File: config.mk
export PLATFORM = sky130hd
export DESIGN_NAME = hazard_unit_mc
export DESIGN_NICKNAME = d
export VERILOG_FILES = /design/src/rtl/hazard_unit_mc.sv
export SDC_FILE = /design/constraint.sdc
export NUM_CORES = 1
export LEC_CHECK = 0
export BUFFER_PORTS_ARGS = -buffer_cell sky130_fd_sc_hd__buf_4
export CAP_MARGIN = 40
export CORE_MARGIN = 4
export CORE_UTILIZATION = 35
export CTS_BUF_LIST = sky130_fd_sc_hd__clkbuf_16
export CTS_CLUSTER_DIAMETER = 30
export CTS_CLUSTER_SIZE = 24
export DETAILED_ROUTE_END_ITERATION = 10
export MAX_ROUTING_LAYER = met4
export SLEW_MARGIN = 20
export SYNTH_ARGS = -nofsm -noshare
export SYNTH_HDL_FRONTEND = slang
export SYNTH_SLANG_ARGS = --single-unit
File: constraint.sdc
create_clock -name clk -period 2.95 [get_ports clk]
set_input_delay 0.1475 -clock clk [delete_from_list [all_inputs] [get_ports clk]]
set_output_delay 0.1475 -clock clk [all_outputs]
set_load 0.02 [all_outputs]
File: src/rtl/hazard_unit_mc.sv
// hazard_unit_mc: pipeline hazard unit for the five-stage RISC-V core.
// It provides operand forwarding, the load-use stall and the branch/jump
// flush, plus a stall FSM for a multi-cycle execute unit (mul/div) and a
// saturating count of fetch-stall cycles.
//
// Multi-cycle handshake: the E-stage instruction raises MultiCycleE and
// keeps it high while it sits in E. McStart pulses in the first cycle it is
// accepted. McBusy follows the FSM state (BUSY), so it also serves as the
// state observation point. McDone marks the single cycle in which the result
// is valid; the instruction leaves E at the following edge.
module hazard_unit_mc #(
  parameter int REG_AW    = 5,
  parameter int MC_CYCLES = 4,
  parameter int CNT_W     = 16
) (
  input  logic              clk,
  input  logic              rst,
  input  logic [REG_AW-1:0] Rs1D,
  input  logic [REG_AW-1:0] Rs2D,
  input  logic [REG_AW-1:0] Rs1E,
  input  logic [REG_AW-1:0] Rs2E,
  input  logic [REG_AW-1:0] RdE,
  input  logic [REG_AW-1:0] RdM,
  input  logic [REG_AW-1:0] RdW,
  input  logic              RegWriteE,
  input  logic              RegWriteM,
  input  logic              RegWriteW,
  input  logic [1:0]        ResultSrcE,
  input  logic [1:0]        PCSrcE,
  input  logic              MultiCycleE,
  output logic              StallF,
  output logic              StallD,
  output logic              StallE,
  output logic              FlushD,
  output logic              FlushE,
  output logic              FlushM,
  output logic [1:0]        ForwardAE,
  output logic [1:0]        ForwardBE,
  output logic              McStart,
  output logic              McBusy,
  output logic              McDone,
  output logic [CNT_W-1:0]  StallCount
);

  // The down-counter spans MC_CYCLES-1 BUSY-side cycles; IDLE covers the first.
  localparam int CW = $clog2(MC_CYCLES);
  localparam logic [CW-1:0] CNT_INIT = CW'(MC_CYCLES - 2);
  localparam logic [CNT_W-1:0] CNT_MAX = {CNT_W{1'b1}};

  typedef enum logic {
    IDLE = 1'b0,
    BUSY = 1'b1
  } mc_state_t;

  mc_state_t         state, state_nxt;
  logic [CW-1:0]     cnt, cnt_nxt;
  logic              lw_stall;
  logic              mc_stall;
  logic              redir;

  // RegWriteE is not needed: a load in E always writes, and the other
  // hazards are resolved by forwarding from M/W.
  logic unused_ok;
  assign unused_ok = RegWriteE;

  // Operand forwarding: the M-stage ALU result has priority over W.
  always_comb begin
    ForwardAE = 2'b00;
    ForwardBE = 2'b00;
    if (RegWriteM && (RdM != '0) && (RdM == Rs1E))      ForwardAE = 2'b10;
    else if (RegWriteW && (RdW != '0) && (RdW == Rs1E)) ForwardAE = 2'b01;
    if (RegWriteM && (RdM != '0) && (RdM == Rs2E))      ForwardBE = 2'b10;
    else if (RegWriteW && (RdW != '0) && (RdW == Rs2E)) ForwardBE = 2'b01;
  end

  assign lw_stall = (ResultSrcE == 2'b01) && (RdE != '0) &&
                    ((RdE == Rs1D) || (RdE == Rs2D));
  assign redir    = (PCSrcE != 2'b00);

  // Multi-cycle FSM state and down-counter register.
  always_ff @(posedge clk) begin
    if (rst) begin
      state <= IDLE;
      cnt   <= '0;
    end else begin
      state <= state_nxt;
      cnt   <= cnt_nxt;
    end
  end

  // Next-state logic; a redirect in IDLE squashes the start.
  always_comb begin
    state_nxt = state;
    cnt_nxt   = cnt;
    McStart   = 1'b0;
    McDone    = 1'b0;
    mc_stall  = 1'b0;
    case (state)
      IDLE: begin
        if (MultiCycleE && !redir) begin
          McStart   = 1'b1;
          mc_stall  = 1'b1;
          state_nxt = BUSY;
          cnt_nxt   = CNT_INIT;
        end
      end
      BUSY: begin
        if (cnt != '0) begin
          mc_stall = 1'b1;
          cnt_nxt  = cnt - 1'b1;
        end else begin
          McDone    = 1'b1;
          state_nxt = IDLE;
        end
      end
      default: state_nxt = IDLE;
    endcase
  end

  assign McBusy = (state == BUSY);

  // Stall/flush combination. E is held (never flushed) while the
  // multi-cycle unit works; a bubble goes into M instead.
  always_comb begin
    StallF = lw_stall || mc_stall;
    StallD = lw_stall || mc_stall;
    StallE = mc_stall;
    FlushD = redir;
    FlushE = redir || (lw_stall && !mc_stall);
    FlushM = mc_stall;
  end

  // Saturating stall-cycle counter.
  always_ff @(posedge clk) begin
    if (rst) begin
      StallCount <= '0;
    end else if (StallF && (StallCount != CNT_MAX)) begin
      StallCount <= StallCount + 1'b1;
    end
  end

endmodule

# Word-level counts from Yosys, hierarchy flattened
# Cells that the tools add are included.
classes:
  add_sub_neg: 2
  reduce_logical: 22
  n_mux: 13
  n_eq_ne: 10
  bitwise_logic: 1
ops:
  columns: ["operator", "count"]
  rows:
  - ["== test 5 bit", 6]
  - ["adder 16 x 1 -> 16 bit (second input constant)", 1]
  - ["!= test 16 bit (second input constant)", 1]
  - ["nonzero test 5 bit", 3]
  - ["logical AND 1 bit", 11]
  - ["two-way mux 2 bit", 4]
  - ["two-way mux 1 bit", 7]
  - ["case mux 2 bit (2 select lines)", 1]
  - ["nonzero test 2 bit", 2]
  - ["logical OR 1 bit", 3]
  - ["== test 2 x 1 -> 1 bit (second input constant)", 1]
  - ["logical NOT 1 bit", 2]
  - ["!= test 2 x 1 -> 1 bit (second input constant)", 1]
  - ["!= test 2 bit (second input constant)", 1]
  - ["case mux 1 bit (2 select lines)", 1]
  - ["AND reduction 2 bit", 1]
  - ["subtractor 2 x 1 -> 2 bit (second input constant)", 1]
  - ["inverter 1 bit", 1]
totals:
  out_inout_bits: 29
  register_bits: 19
  in_bits: 45
  word_cells: 51

# Depth between registers and ports, before layout
logic_depth:
  depth_word: 8
  depth_mapped: 10
  depth_no_buf: 9

# Worst setup path after synthesis
# Ideal clock, no wire load.
synth_path:
  path_type: "register -> register"
  start: "register state (netlist: McBusy)"
  end: "register StallCount[5]"
  path_stages_with_launch: 9
  required_time_ns: 2.829
  setup_time_ns: 0.121
  n_path_buf: 1
  period_less_slack_ns: 1.961
  slack_ns: 0.989
  arrival_ns: 1.840
  cell_sequence: "dfxtp_1 nor4b_4 nor2_2 clkinv_2 nand2_1 o21ai_2 buf_6 nand4_2 mux2_4"
synth_via:
  elab_chain_cells: 4
synth_lines:
  columns: ["item", "line", "rtl"]
  rows:
  - ["from (decl)", "55", "mc_state_t state, state_nxt;"]
  - ["from (signal assigned)", "86", "state <= state_nxt;"]
  - ["inverter 1 bit", null, null]
  - ["case mux 1 bit (2 select lines) (*)", "98", "case (state)"]
  - ["via FlushM", "36", "output logic FlushM,"]
  - ["logical OR 1 bit (*)", "125", "StallF = lw_stall || mc_stall;"]
  - ["logical AND 1 bit (*)", "137", "end else if (StallF && (StallCount != CNT_MAX)) begin"]
  - ["to (signal assigned)", "138", "StallCount <= StallCount + 1'b1;"]
  - ["to (decl)", "42", "output logic [CNT_W-1:0] StallCount"]
# Mark *: on every way through the listed nets, which the timed path passes. The rest lies on a longest branch.
# A chain may end at the register's enable or synchronous reset.

# Worst setup path in the final report
layout_path:
  start: "register StallCount[0]"
  end: "register StallCount[9]"
layout_via:
  elab_chain_cells: 2
  word_cells_on_any_way: 3
  cone_classes: "add/sub: 1; eq/ne: 1; reduce/logical: 1"
layout_lines:
  columns: ["item"]
  rows:
  - ["parallel branches: the longest is 2 deep, another holds adder 16 x 1 -> 16 bit"]
# Several ways; the timed one is not identified.

==> results.yml <==
outcome:
  status: "finished, final reports clean"
run:
  cap_violations: 0
worst_setup_path:
  startpoint_type: "flip-flop"
  r2r_setup_slack_ps: 760
  critPathMaxFanout: 12
  crit_family: "simple AND/OR/NAND/NOR gates"
  max_stage_delay_ps: 470
  worstPathRequired_ps: 3090
  critPathSlowestCell: "o21ai_2"
  crit_path_end_kind: "flip-flop"
  cp_num_buf_inv: 0
  path_cells: "ha_1 -> and4_1 -> nand4_1 -> nand2_1 -> o21ai_2 -> nand4b_2 -> mux2_4"
  path_class: "flip-flop to flip-flop"
  arrival_ps: 2330
clock_tree:
  ctsLongestPathBuffers: 2
  cts_tree: "yes"
  cts-resized-gates: 0
  ctsHoldBuffers: 0
  cts-buffers-inserted: 3
  htreeDepth: 1
  post-cts-setup-buffer-count: 0
  clock-root-buffer: "clkbuf_16"
  clk_pin_slew_ps: 60
  clkLatencyLatePin_ps: 250
  clock_sinks: 19
layout:
  syn_to_final_growth_pct: 43.1
  num_antenna_cells: 0
  drive_above_1_share_pct: 39.9
  finalNetCount: 291
  final_area_um2: 2120
  fillCellCount: 403
timing:
  slew-limit-headroom_pct: 63.0
  period_minus_slack_ps: 2190
  rsz0062_at_grt: "false"
  finalHoldViolations: 0
  setup_viol_count_final: 0
  finalSetupTns_ps: 0
  max_freq_mhz: 457
  period_share_pct: 74.2
  max_slew.worst_pin.slew_ps: 555
  worst_clock_skew_ps: 3.03
  final_max_slew_viol_count: 0
routing:
  ant_nets: 0
  dr.pass1.iters: 4
  dr.first_iter.drc_count: 50
  via_count: 1450
  drc: 0
  drt-total-wl_mm: 3.71
  viasPerCell: 4.95
  avgRoutedWirePerCell_um: 12.7
synthesis:
  ys_warn_count: 0
  synth_nets: 220
  synth.largest_area_cell: "dfxtp_1"
  ys_seq_area_share_pct: 25.7
  synth_area_um2: 1480
  ys.flop_type: "dfxtp_1"
  synth_top_cell_area_share_pct: 25.7
  syn_area_per_cell_um2: 8.56
  synthArstFlopShare_pct: 0
  synth-edff-count: 0
  synth_common_cells: "dfxtp_1, xnor2_1, xor2_1"
  yosysMostFrequentCell: "dfxtp_1"
  ys_ff_latch: 19
  netlist_instances: 173
  synthTopCellsByArea: "dfxtp_1, xnor2_1, xor2_1, mux2_4, nor2_1"
  synth_cell_types: 52
placement:
  io_buffers: 72
  place_congestion: 0.755
  dp_hpwl_mm: 3.04
  placed_area_um2: 2040
grt:
  grt_max_degree: 27
  grt_util_all_layers_pct: 14.1
  grt_pass1_vias: 1386
  antenna_found_initial: 0
  overflow: 0
  grt_pass1_wl_mm: 5.97
floorplan:
  fp-row-count: 23
  ios: 74
  coreArea_um2: 4060
  fp.dieArea_um2: 5340
  die_y_um: 73.1
  die_w_um: 73.1
  start_util_pct: 36.5
pwr:
  ir_drop_mv: 0.222
  p_seq_share_pct: 37.6
  power_density_nw_per_um2: 330
  power.clock.fraction_pct: 39.8
  internal-power_uw: 526
  p_sw_uw: 174
  leakage_uw: 0.000917
  pwr-share-comb_pct: 22.6
  switching_share_pct: 24.9
min_path:
  hold_class: "primary input to flip-flop"
[cells by family (layout without fill, tap and decap cells)]
kind of cell | Yosys count | after routing | share of synthesized area, %
mux | 6 | 6 | 5.24
simple gates | 73 | 73 | 30.6
fa+ha+maj | 2 | 2 | 1.69
compound gates | 29 | 29 | 13.6
xor+xnor | 31 | 31 | 18.3
flops | 19 | 19 | 25.7
buf+inv | 13 | 83 | 4.90
[worst register-to-register path, delay by kind of cell, from the launching register on]
kind | cells | cell delay (ps)
compound gates | 1 | 470
fa+ha+maj | 1 | 290
flops | 1 | 370
mux | 1 | 320
simple gates | 4 | 620
[cell usage in the layout, fill, tap and decap left out, drive strengths merged, types with 3 or more instances in the layout]
cell	Yosys	routed
nor2b	6	6
a21oi	9	9
nor4	4	4
and4	4	4
xor2	14	14
buf	5	72
clkbuf	1	3
and3	3	3
nand3	8	8
nand4	7	7
inv	6	6
xnor2	17	17
nand2	9	9
mux2	5	5
or4	6	6
dfxtp	19	19
nor2	13	13
o21ai	7	7
[flip-flops by register name, summed over array words and instances, names as in the netlist]
signal	cells
McBusy	1
cnt	2
StallCount	16
[per-layer routing]
metal	part of all wire, %	GRT usage [%]	wire length [um]
met2	49	24.6	1820
met3	5.7	3.44	213
met1	44	16.3	1640
met5	0	-	0
met4	1.2	3.07	44
[path summary, 6_finish.rpt]
kind	from	end	depth (start not counted)
worst max-delay path	StallCount[0]$_SDFFE_PP0P_	StallCount[9]$_SDFFE_PP0P_	7
worst min-delay path	rst	McBusy$_SDFF_PP0_	2
worst max register to register	StallCount[0]$_SDFFE_PP0P_	StallCount[9]$_SDFFE_PP0P_	7
worst min register to register	StallCount[13]$_SDFFE_PP0P_	StallCount[13]$_SDFFE_PP0P_	2
[stage by stage]
step                      total power (uW)  std cells  worst slack (ps)  util, %  hold WS (ps)
after floorplan                        350        173               989        -           328
after global placement                 428        289               766     50.3           498
after detailed placement               429        289               744     50.3           502
after CTS                              712        293               730     52.2           242
after global routing                   734        293               604     52.2           262
final                                  700        293               762     52.2           246
[power by group through the flow]
stage,combinational (uW),clock (uW),sequential (uW)
6_report,158,279,263
4_1_cts,160,288,263
5_1_grt,173,297,263
2_1_floorplan,79.2,0,271
3_5_place_dp,160,0,269
3_3_place_gp,159,0,269
[cell type report]
type / count / area [um^2] / area share, %
Clock buffer: 3 / 75.1 / 3.54
Timing Repair Buffer: 72 / 541 / 25.5
Inverter: 7 / 27.5 / 1.30
Sequential cell: 19 / 380 / 17.9
Tap cell: 50 / 62.6 / 2.95
Clock inverter: 1 / 5.00 / 0.236
Multi-Input combinational cell: 141 / 1030 / 48.5
Note: power is estimated with default switching activity, not from simulation.
